### config.mk
export PLATFORM = sky130hd
export DESIGN_NAME = fifo_rd_packer_flat
export DESIGN_NICKNAME = d
export VERILOG_FILES = /design/src/rtl/fifo_rd_packer_if.sv /design/src/rtl/fifo_rd_packer.sv /design/src/flat_wrapper.sv
export SDC_FILE = /design/constraint.sdc
export NUM_CORES = 1
export LEC_CHECK = 0
export CORE_MARGIN = 4
export CORE_UTILIZATION = 30
export CTS_CLUSTER_DIAMETER = 100
export CTS_CLUSTER_SIZE = 28
export DETAILED_ROUTE_END_ITERATION = 16
export GPL_ROUTABILITY_DRIVEN = 0
export SLEW_MARGIN = 30
export SYNTH_ARGS = -nofsm -noshare
export SYNTH_HDL_FRONTEND = slang
export SYNTH_SLANG_ARGS = --single-unit
### constraint.sdc
create_clock -name rd_clk -period 2.3 [get_ports rd_clk]
set_clock_uncertainty 0.05 [all_clocks]
set_input_delay 0.69 -clock rd_clk [delete_from_list [all_inputs] [get_ports rd_clk]]
set_output_delay 0.69 -clock rd_clk [all_outputs]
set_load 0.02 [all_outputs]
### src/rtl/fifo_rd_packer_if.sv
// Signal bundle between fifo_rd_packer, the async byte FIFO read port and the
// downstream word stream. The master modport is the packer side; slave is the environment side.
interface fifo_rd_packer_if #(
    parameter int DATA_WIDTH = 8,
    parameter int PACK       = 4
) ();
    localparam int BCNT_W = $clog2(PACK) + 1;

    // FIFO read port
    logic                       fifo_empty;
    logic [DATA_WIDTH-1:0]      fifo_data;
    logic                       fifo_rd_enb;

    // Flush request
    logic                       flush;

    // Packed word stream
    logic                       m_valid;
    logic                       m_ready;
    logic [PACK*DATA_WIDTH-1:0] m_data;
    logic [BCNT_W-1:0]          m_bcnt;
    logic                       m_last;

    modport master (
        input  fifo_empty,
        input  fifo_data,
        output fifo_rd_enb,
        input  flush,
        output m_valid,
        input  m_ready,
        output m_data,
        output m_bcnt,
        output m_last
    );

    modport slave (
        output fifo_empty,
        output fifo_data,
        input  fifo_rd_enb,
        output flush,
        input  m_valid,
        output m_ready,
        input  m_data,
        input  m_bcnt,
        input  m_last
    );
endinterface

### src/rtl/fifo_rd_packer.sv
// Read-domain packer: pops bytes from the async FIFO and emits PACK-byte little-endian words.
// Optional idle auto-flush is compiled in with the macro FIFO_RD_TIMEOUT_EN.
module fifo_rd_packer #(
    parameter int DATA_WIDTH = 8,
    parameter int PACK       = 4,
    parameter int TIMEOUT    = 16
) (
    input  logic             rd_clk,
    input  logic             rstn,
    fifo_rd_packer_if.master bus
);
    localparam int BCNT_W = $clog2(PACK) + 1;
    localparam int WORD_W = PACK * DATA_WIDTH;

    localparam logic [BCNT_W-1:0] CNT_FULL  = BCNT_W'(PACK);
    localparam logic [BCNT_W:0]   OCC_LIMIT = (BCNT_W + 1)'(PACK);

    if (PACK < 2 || PACK > 8 || TIMEOUT < 2) begin : g_bad_cfg
        $error("fifo_rd_packer: PACK must be 2..8 and TIMEOUT at least 2");
    end

    typedef enum logic [0:0] {
        ST_ACCUM = 1'b0,
        ST_DRAIN = 1'b1
    } state_e;

    state_e              state_q, state_d;
    logic [WORD_W-1:0]   acc_q, acc_d;
    logic [BCNT_W-1:0]   cnt_q, cnt_d;
    logic                rd_enb_q, rd_enb_d;
    logic                m_valid_q, m_valid_d;
    logic [WORD_W-1:0]   m_data_q, m_data_d;
    logic [BCNT_W-1:0]   m_bcnt_q, m_bcnt_d;
    logic                m_last_q, m_last_d;

    logic                flush_req_s;
    logic                pend_s;
    logic                slot_free_s;
    logic                cnt_full_s;
    logic                cnt_zero_s;
    logic                xfer_s;
    logic                last_s;
    logic                drain_done_s;
    logic [BCNT_W-1:0]   cnt_eff_s;
    logic [BCNT_W:0]     occ_s;
    logic [WORD_W-1:0]   acc_base_s;

`ifdef FIFO_RD_TIMEOUT_EN
    localparam int              TO_W     = $clog2(TIMEOUT);
    localparam logic [TO_W-1:0] TO_LIMIT = TO_W'(TIMEOUT - 1);

    logic [TO_W-1:0] to_cnt_q, to_cnt_d;
    logic            to_arm_s;
    logic            to_hit_s;

    // Idle timer: runs only while a partial word sits with nothing left to fetch
    always_comb begin
        to_arm_s = (cnt_q != {BCNT_W{1'b0}}) && !rd_enb_q && bus.fifo_empty
                   && (state_q == ST_ACCUM);
        to_hit_s = 1'b0;
        to_cnt_d = {TO_W{1'b0}};
        if (to_arm_s) begin
            if (to_cnt_q == TO_LIMIT) begin
                to_hit_s = 1'b1;
                to_cnt_d = {TO_W{1'b0}};
            end else begin
                to_cnt_d = to_cnt_q + {{(TO_W-1){1'b0}}, 1'b1};
            end
        end else begin
            to_cnt_d = {TO_W{1'b0}};
        end
    end

    // Idle timer register
    always_ff @(posedge rd_clk or negedge rstn) begin
        if (!rstn) begin
            to_cnt_q <= {TO_W{1'b0}};
        end else begin
            to_cnt_q <= to_cnt_d;
        end
    end

    assign flush_req_s = bus.flush | to_hit_s;
`else
    assign flush_req_s = bus.flush;
`endif

    // Control: word transfer decision and next-cycle pop request
    always_comb begin
        pend_s      = (state_q == ST_DRAIN) || flush_req_s;
        slot_free_s = !m_valid_q || bus.m_ready;
        cnt_full_s  = (cnt_q == CNT_FULL);
        cnt_zero_s  = (cnt_q == {BCNT_W{1'b0}});

        // A partial word may only leave once the last in-flight byte has landed
        if (!slot_free_s) begin
            xfer_s = 1'b0;
        end else if (cnt_full_s) begin
            xfer_s = 1'b1;
        end else begin
            xfer_s = pend_s && !rd_enb_q && !cnt_zero_s;
        end

        last_s       = pend_s && !rd_enb_q;
        drain_done_s = last_s && (cnt_zero_s || xfer_s);

        if (xfer_s) begin
            cnt_eff_s = {BCNT_W{1'b0}};
        end else begin
            cnt_eff_s = cnt_q;
        end

        occ_s    = {1'b0, cnt_eff_s} + {{BCNT_W{1'b0}}, rd_enb_q};
        rd_enb_d = !bus.fifo_empty && !pend_s && (occ_s < OCC_LIMIT);
    end

    // Accumulator: clear on transfer, drop a captured byte into lane cnt
    always_comb begin
        if (xfer_s) begin
            acc_base_s = {WORD_W{1'b0}};
        end else begin
            acc_base_s = acc_q;
        end
        acc_d = acc_base_s;
        for (int k = 0; k < PACK; k++) begin
            acc_d[k*DATA_WIDTH +: DATA_WIDTH] =
                (rd_enb_q && (cnt_eff_s == BCNT_W'(k))) ? bus.fifo_data
                                                        : acc_base_s[k*DATA_WIDTH +: DATA_WIDTH];
        end
        cnt_d = cnt_eff_s + {{(BCNT_W-1){1'b0}}, rd_enb_q};
    end

    // Output slot: load on transfer, release on acceptance, otherwise hold
    always_comb begin
        m_valid_d = m_valid_q;
        m_data_d  = m_data_q;
        m_bcnt_d  = m_bcnt_q;
        m_last_d  = m_last_q;
        if (xfer_s) begin
            m_valid_d = 1'b1;
            m_data_d  = acc_q;
            m_bcnt_d  = cnt_q;
            m_last_d  = last_s;
        end else if (m_valid_q && bus.m_ready) begin
            m_valid_d = 1'b0;
        end else begin
            m_valid_d = m_valid_q;
        end
    end

    // Flush FSM: DRAIN blocks pops until the partial word has been emitted
    always_comb begin
        state_d = state_q;
        case (state_q)
            ST_ACCUM: begin
                if (flush_req_s && !drain_done_s) begin
                    state_d = ST_DRAIN;
                end else begin
                    state_d = ST_ACCUM;
                end
            end
            ST_DRAIN: begin
                if (drain_done_s) begin
                    state_d = ST_ACCUM;
                end else begin
                    state_d = ST_DRAIN;
                end
            end
            default: state_d = ST_ACCUM;
        endcase
    end

    // State registers
    always_ff @(posedge rd_clk or negedge rstn) begin
        if (!rstn) begin
            state_q   <= ST_ACCUM;
            acc_q     <= {WORD_W{1'b0}};
            cnt_q     <= {BCNT_W{1'b0}};
            rd_enb_q  <= 1'b0;
            m_valid_q <= 1'b0;
            m_data_q  <= {WORD_W{1'b0}};
            m_bcnt_q  <= {BCNT_W{1'b0}};
            m_last_q  <= 1'b0;
        end else begin
            state_q   <= state_d;
            acc_q     <= acc_d;
            cnt_q     <= cnt_d;
            rd_enb_q  <= rd_enb_d;
            m_valid_q <= m_valid_d;
            m_data_q  <= m_data_d;
            m_bcnt_q  <= m_bcnt_d;
            m_last_q  <= m_last_d;
        end
    end

    assign bus.fifo_rd_enb = rd_enb_q;
    assign bus.m_valid     = m_valid_q;
    assign bus.m_data      = m_data_q;
    assign bus.m_bcnt      = m_bcnt_q;
    assign bus.m_last      = m_last_q;

endmodule

### src/flat_wrapper.sv
// flat-port wrapper written by rule: the top's interface ports become plain ports
module fifo_rd_packer_flat 
#(
    parameter int DATA_WIDTH = 8,
    parameter int PACK       = 4,
    parameter int TIMEOUT    = 16
)
  (rd_clk, rstn, bus_fifo_empty, bus_fifo_data, bus_fifo_rd_enb, bus_flush, bus_m_valid, bus_m_ready, bus_m_data, bus_m_bcnt, bus_m_last);
  fifo_rd_packer_if #(.DATA_WIDTH(DATA_WIDTH), .PACK(PACK)) bus_i ();
  input  logic rd_clk;
  input  logic rstn;
  input wire logic [$bits(bus_i.fifo_empty)-1:0] bus_fifo_empty;
  input wire logic [$bits(bus_i.fifo_data)-1:0] bus_fifo_data;
  output wire logic [$bits(bus_i.fifo_rd_enb)-1:0] bus_fifo_rd_enb;
  input wire logic [$bits(bus_i.flush)-1:0] bus_flush;
  output wire logic [$bits(bus_i.m_valid)-1:0] bus_m_valid;
  input wire logic [$bits(bus_i.m_ready)-1:0] bus_m_ready;
  output wire logic [$bits(bus_i.m_data)-1:0] bus_m_data;
  output wire logic [$bits(bus_i.m_bcnt)-1:0] bus_m_bcnt;
  output wire logic [$bits(bus_i.m_last)-1:0] bus_m_last;
  assign bus_i.fifo_empty = bus_fifo_empty;
  assign bus_i.fifo_data = bus_fifo_data;
  assign bus_fifo_rd_enb = bus_i.fifo_rd_enb;
  assign bus_i.flush = bus_flush;
  assign bus_m_valid = bus_i.m_valid;
  assign bus_i.m_ready = bus_m_ready;
  assign bus_m_data = bus_i.m_data;
  assign bus_m_bcnt = bus_i.m_bcnt;
  assign bus_m_last = bus_i.m_last;
  fifo_rd_packer #(.DATA_WIDTH(DATA_WIDTH), .PACK(PACK), .TIMEOUT(TIMEOUT)) u_core (.rd_clk(rd_clk), .rstn(rstn), .bus(bus_i));
endmodule
## Word level (Yosys, flattened, before mapping)

Index checks and enable logic that the tools add are counted.

- Flip-flop bits (word level): 74
- Latch bits: 0
- RAM bits: 0
- ROM bits: 0
- Bits of input ports: 13
- Output and inout port bits: 38
- Logic and storage cells: 59
- Memories kept: 0

- Add/sub/neg operators: 2
- Multipliers: 0
- Divide/modulo/power cells: 0
- Order comparisons: 1
- Eq/ne operators: 4
- Shift-type cells: 0
- Multiplexer cells: 13
- Bitwise operators: 1
- Reductions and logical operators: 27

Operator list:

| kind | count |
|---|---|
| 2-to-1 mux 32 bit | 1 |
| 2-to-1 mux 8 bit | 4 |
| logical AND 1 bit | 11 |
| nonzero test 2 bit | 5 |
| == test 3 x 2 -> 1 bit (second input constant) | 2 |
| zero test 1 bit | 6 |
| zero test 3 bit | 2 |
| 2-to-1 mux 1 bit | 6 |
| adder 3 x 1 -> 4 bit | 1 |
| less-than comparator 4 x 3 -> 1 bit (second input constant) | 1 |
| adder 3 x 1 -> 3 bit | 1 |
| == test 3 x 1 -> 1 bit (second input constant) | 1 |
| == test 3 bit (second input constant) | 1 |
| logical OR 1 bit | 3 |
| 2-to-1 mux 3 bit | 1 |
| one-hot mux 1 bit (2 select lines) | 1 |
| inverter 1 bit | 1 |

## Longest topological paths before layout

- Depth after elaboration: 11
- Depth in mapped cells: 7
- Depth with buffers taken out: 4

## Worst setup path before layout

Ideal clock, no wire load.

- Kind: in2reg
- Start: input bus_m_ready
- End: register u_core.m_data_q[24] (netlist: u_core.bus.m_data[24])
- Library setup time: 0.125 ns
- Arrival time: 1.748 ns
- Data required time: 2.125 ns
- Setup slack: 0.377 ns
- Stages on the path: 6
- Path buffers: 2
- Cell sequence: nand2b_1 > nand2b_4 > o21ai_2 > buf_6 > buf_8 > mux2_4

- Word-level cells in the longest chain between the ends: 2

RTL lines:

| what | line | text |
|---|---|---|
| start: declaration | flat_wrapper.sv:17 | `input wire logic [$bits(bus_i.m_ready)-1:0] bus_m_ready;` |
| logical OR 1 bit | fifo_rd_packer.sv:91 | `slot_free_s = !m_valid_q \|\| bus.m_ready;` |
| 2-to-1 mux 1 bit | fifo_rd_packer.sv:96 | `if (!slot_free_s) begin` |
| end signal: assignment | fifo_rd_packer.sv:181 | `m_data_q <= {WORD_W{1'b0}};` |
| end signal: assignment | fifo_rd_packer.sv:190 | `m_data_q <= m_data_d;` |
| end: declaration | fifo_rd_packer.sv:32 | `logic [WORD_W-1:0] m_data_q, m_data_d;` |

Every way passes these cells.
A chain may end at the register's enable or synchronous reset.

## Worst setup path in the final report

- Start: register u_core.rd_enb_q (netlist: u_core.bus.fifo_rd_enb)
- End: output bus_fifo_rd_enb

RTL lines:

| what | line | text |
|---|---|---|
| start: declaration | fifo_rd_packer.sv:30 | `logic rd_enb_q, rd_enb_d;` |
| start signal: assignment | fifo_rd_packer.sv:188 | `rd_enb_q <= rd_enb_d;` |
| end: declaration | flat_wrapper.sv:14 | `output wire logic [$bits(bus_i.fifo_rd_enb)-1:0] bus_fifo_rd_enb;` |

No word-level cell between the ends.

==> impl_summary.txt <==
----------------------------------------------------
[Run status]
  Result of the run ... completed

[Timing]
  Number of failing setup endpoints in the final timing report ... 0
  Final Hold Viols ... 0
  Tightest slew margin relative to the limit ... approximately two thirds
  Unrepaired setup endpoints after global routing ... no
  Slew Limit Fails ... 0
  Highest achievable clock rate ... between 0.4 and 0.5 GHz
  Measured slew at the worst slew-check pin ... between 400 and 500 ps
  Final clock period utilization by the worst path ... 94.5%
  Final Worst Setup Slack ... between 100 and 150 ps
  Final min period ... about 2200 ps

[CTS]
  # Post-CTS Setup Buffers ... 0
  Number of H-tree levels ... 3
  Hold buffer count at cts ... 0
  Clock Sink Count ... between 70 and 80
  Master cell of the clock root buffer ... clkbuf_8
  CTS tree ... built
  Number of buffers inserted during clock tree synthesis ... 9
  Worst-skew pair later-pin latency ... between 300 and 400 ps
  Clock-pin slew on the worst setup and hold paths ... around 80 ps
  # resized after CTS ... 0
  Number of buffers between clock root and the deepest sink ... 2

[Synthesis]
  Top_reg_cell synth ... dfrtp_1
  Commonest cells in the synthesized netlist ... dfrtp_1 (74), nand2_1 (67), mux2_4 (27)
  Syn Nets ... 275
  Post-synthesis cell count ... roughly 260
  Average footprint of a synthesized cell ... approximately 12 sq um
  Count of distinct cell types in the synthesized netlist ... 34
  Total of warnings raised by yosys ... 0
  Synth top area share ... around three fifths
  Most used standard cell by instance count after synthesis ... dfrtp_1
  Share of synthesized registers carrying an async set or reset ... 100%
  Most area-hungry cell type in the Yosys netlist ... dfrtp_1
  Part of the Yosys area used for sequential elements ... roughly three fifths
  Flip-flop and latch count after synthesis ... 74
  Number of flops mapped to enable cells by yosys ... 0
  Leading cell types by total area after synthesis ... dfrtp_1 (59%), mux2_4 (13%), nand2_1 (8.0%)
  Total standard cell area after synthesis ... 3160 sq um

[Power and ir drop]
  Peak supply drop ... ~0.00051 V
  Post-layout power ... 4580 uW
  Standby leakage power ... 0.00180 uW
  Power density over the cells ... about 1100 nW/um^2

[Place]
  Placed wire-length estimate after detailed placement ... 4670 microns
  # port buffers ... 50
  Post-placement setup slack ... -168 ps

[Global route]
  Wire length of the first global-routing pass ... ~11,000 microns
  GRT Util Overall ... about an eighth
  Largest net degree at the start of global routing ... 75
  Via count of the first global-routing pass ... approximately 2,200
  Gr ovfl total ... 0
  Number of antenna violations at the first check in global routing ... 0

[Drt]
  Number of DRC markers in iteration 0 ... ~110
  Number of remaining DRC errors ... 0
  Total number of vias ... approximately 2,100
  Wire length after detailed routing ... 6800 microns
  Iteration count of the initial detailed-routing pass ... 4
  Vias per cell ... roughly 4.5
  Avg WL per Cell ... between 10 and 15 microns
  ANT nets after route ... 0

[Floorplan]
  Initial Utilization ... a little under a third
  Number of top-level design ports ... 51
  Die outline width ... approximately 110 microns
  Height of the die ... 111 microns
  Core outline area ... slightly above 10,000 sq um
  Die ar. ... 12,200 sq um
  Site row count ... 37

[Cells and area]
  Area growth, synth to finish ... 29.7%
  Fraction of final layout cells with drive strength greater than 1 ... ~22%
  Number of nets at the end of the flow ... around 340
  Antenna diode count ... 0
  Final design utilization ... about 40%

[Setup path]
  Arrival time reported for the critical path endpoint ... between 1000 and 1500 ps
  Largest stage delay, worst path ... about 640 ps
  Largest delay contributor family on the critical path ... buffers and inverters
  Buffers plus inverters on the worst setup path ... 1
  Cell breakdown of the critical path ... clkdlybuf4s50_1
  Worst path required time ... 1560 ps
  Crit. End Element ... output pin
  Startpoint-to-endpoint class of the critical path ... reg -> out
  Cell with the largest stage delay on the worst path ... clkdlybuf4s50_1
  Worst Setup Start Kind ... register
  Register-to-Register Setup Slack ... around 520 ps
  Largest driver fanout on the critical path ... 7

[Min path]
  Worst hold-check path type ... in -> async

[Flow run]
  Max Cap Viol ... 0

----------------------------------------------------
[state kept, by name, indices dropped and copies added (netlist names)]
register	count
u_core.bus.fifo_rd_enb	1
u_core.bus.m_data	32
u_core.bus.m_last	1
u_core.state_q	1
u_core.bus.m_valid	1
u_core.cnt_q	3
u_core.bus.m_bcnt	3
u_core.acc_q	32
[metrics by stage]
stage | cells | instance area, sq um | setup TNS (ps) | hold WS [ps]
floorplan | 262 | 3160 | 0 | 344
global placement | 453 | 3900 | -4440 | 440
detailed placement | 453 | 3900 | -5110 | 446
CTS | 469 | 4100 | 0 | 329
global route | 469 | 4100 | 0 | 329
finish | 469 | 4100 | 0 | 295
[power breakdown]
| group | leakage, uW | switching (uW) | internal, uW |
|---|---|---|---|
| sequential | 0.000988 | 232 | 1680 |
| clock | 0.0000962 | 522 | 508 |
| combinational | 0.000717 | 752 | 890 |
[routing by layer]
layer	part of all wire [%]	global-route usage (%)
met5	0	0
met2	44	17.1
met1	49	16.3
met3	4.5	3.29
met4	2.1	4.76
[logic make-up (layout without fill, tap and decap cells)]
kind of cell / Yosys count / after routing / share of synthesized area, %
compound gates: 51 / 51 / 9.58
buf+inv: 17 / 88 / 4.12
xor+xnor: 1 / 1 / 0.277
mux: 34 / 34 / 15.3
simple gates: 85 / 85 / 12.1
flops: 74 / 74 / 58.6
[final timing paths]
check,startpoint,depth (start not counted),endpoint
setup / recovery,u_core.bus.fifo_rd_enb$_DFF_PN0_,1,bus_fifo_rd_enb
hold / removal,rstn,2,u_core.bus.m_valid$_DFFE_PN0P_
setup reg to reg,u_core.bus.fifo_rd_enb$_DFF_PN0_,5,u_core.bus.m_data[9]$_DFFE_PN0P_
hold reg to reg,u_core.bus.m_last$_DFFE_PN0P_,2,u_core.bus.m_last$_DFFE_PN0P_
max in group asynchronous,rstn,2,u_core.bus.fifo_rd_enb$_DFF_PN0_
min in group rd_clk,u_core.bus.m_last$_DFFE_PN0P_,2,u_core.bus.m_last$_DFFE_PN0P_
[placed cells by master (no fill, tap or decap), drive strengths merged, types with 2 or more instances in the layout]
cell type / synthesis / routed
dfrtp: 74 / 74
nand2: 67 / 67
clkdlybuf4s50: 0 / 49
mux2: 33 / 33
o21ai: 27 / 27
a21oi: 19 / 19
buf: 9 / 18
clkbuf: 3 / 9
inv: 5 / 7
and3: 3 / 3
nor2: 3 / 3
nand3: 3 / 3
nor2b: 2 / 2
clkinvlp: 0 / 2
nand2b: 2 / 2
nor4: 2 / 2
clkinv: 0 / 2
[cell type report]
cell class | instances | area, sq um
inverters | 5 | 18.8
clock buffers | 9 | 124
multi-input cells | 171 | 1180
clock inverters | 7 | 76.3
repair buffers | 67 | 673
flip-flops and latches | 74 | 1850
fillers | 996 | 6180
well taps | 136 | 170
Power figures use the tool's default switching activity.
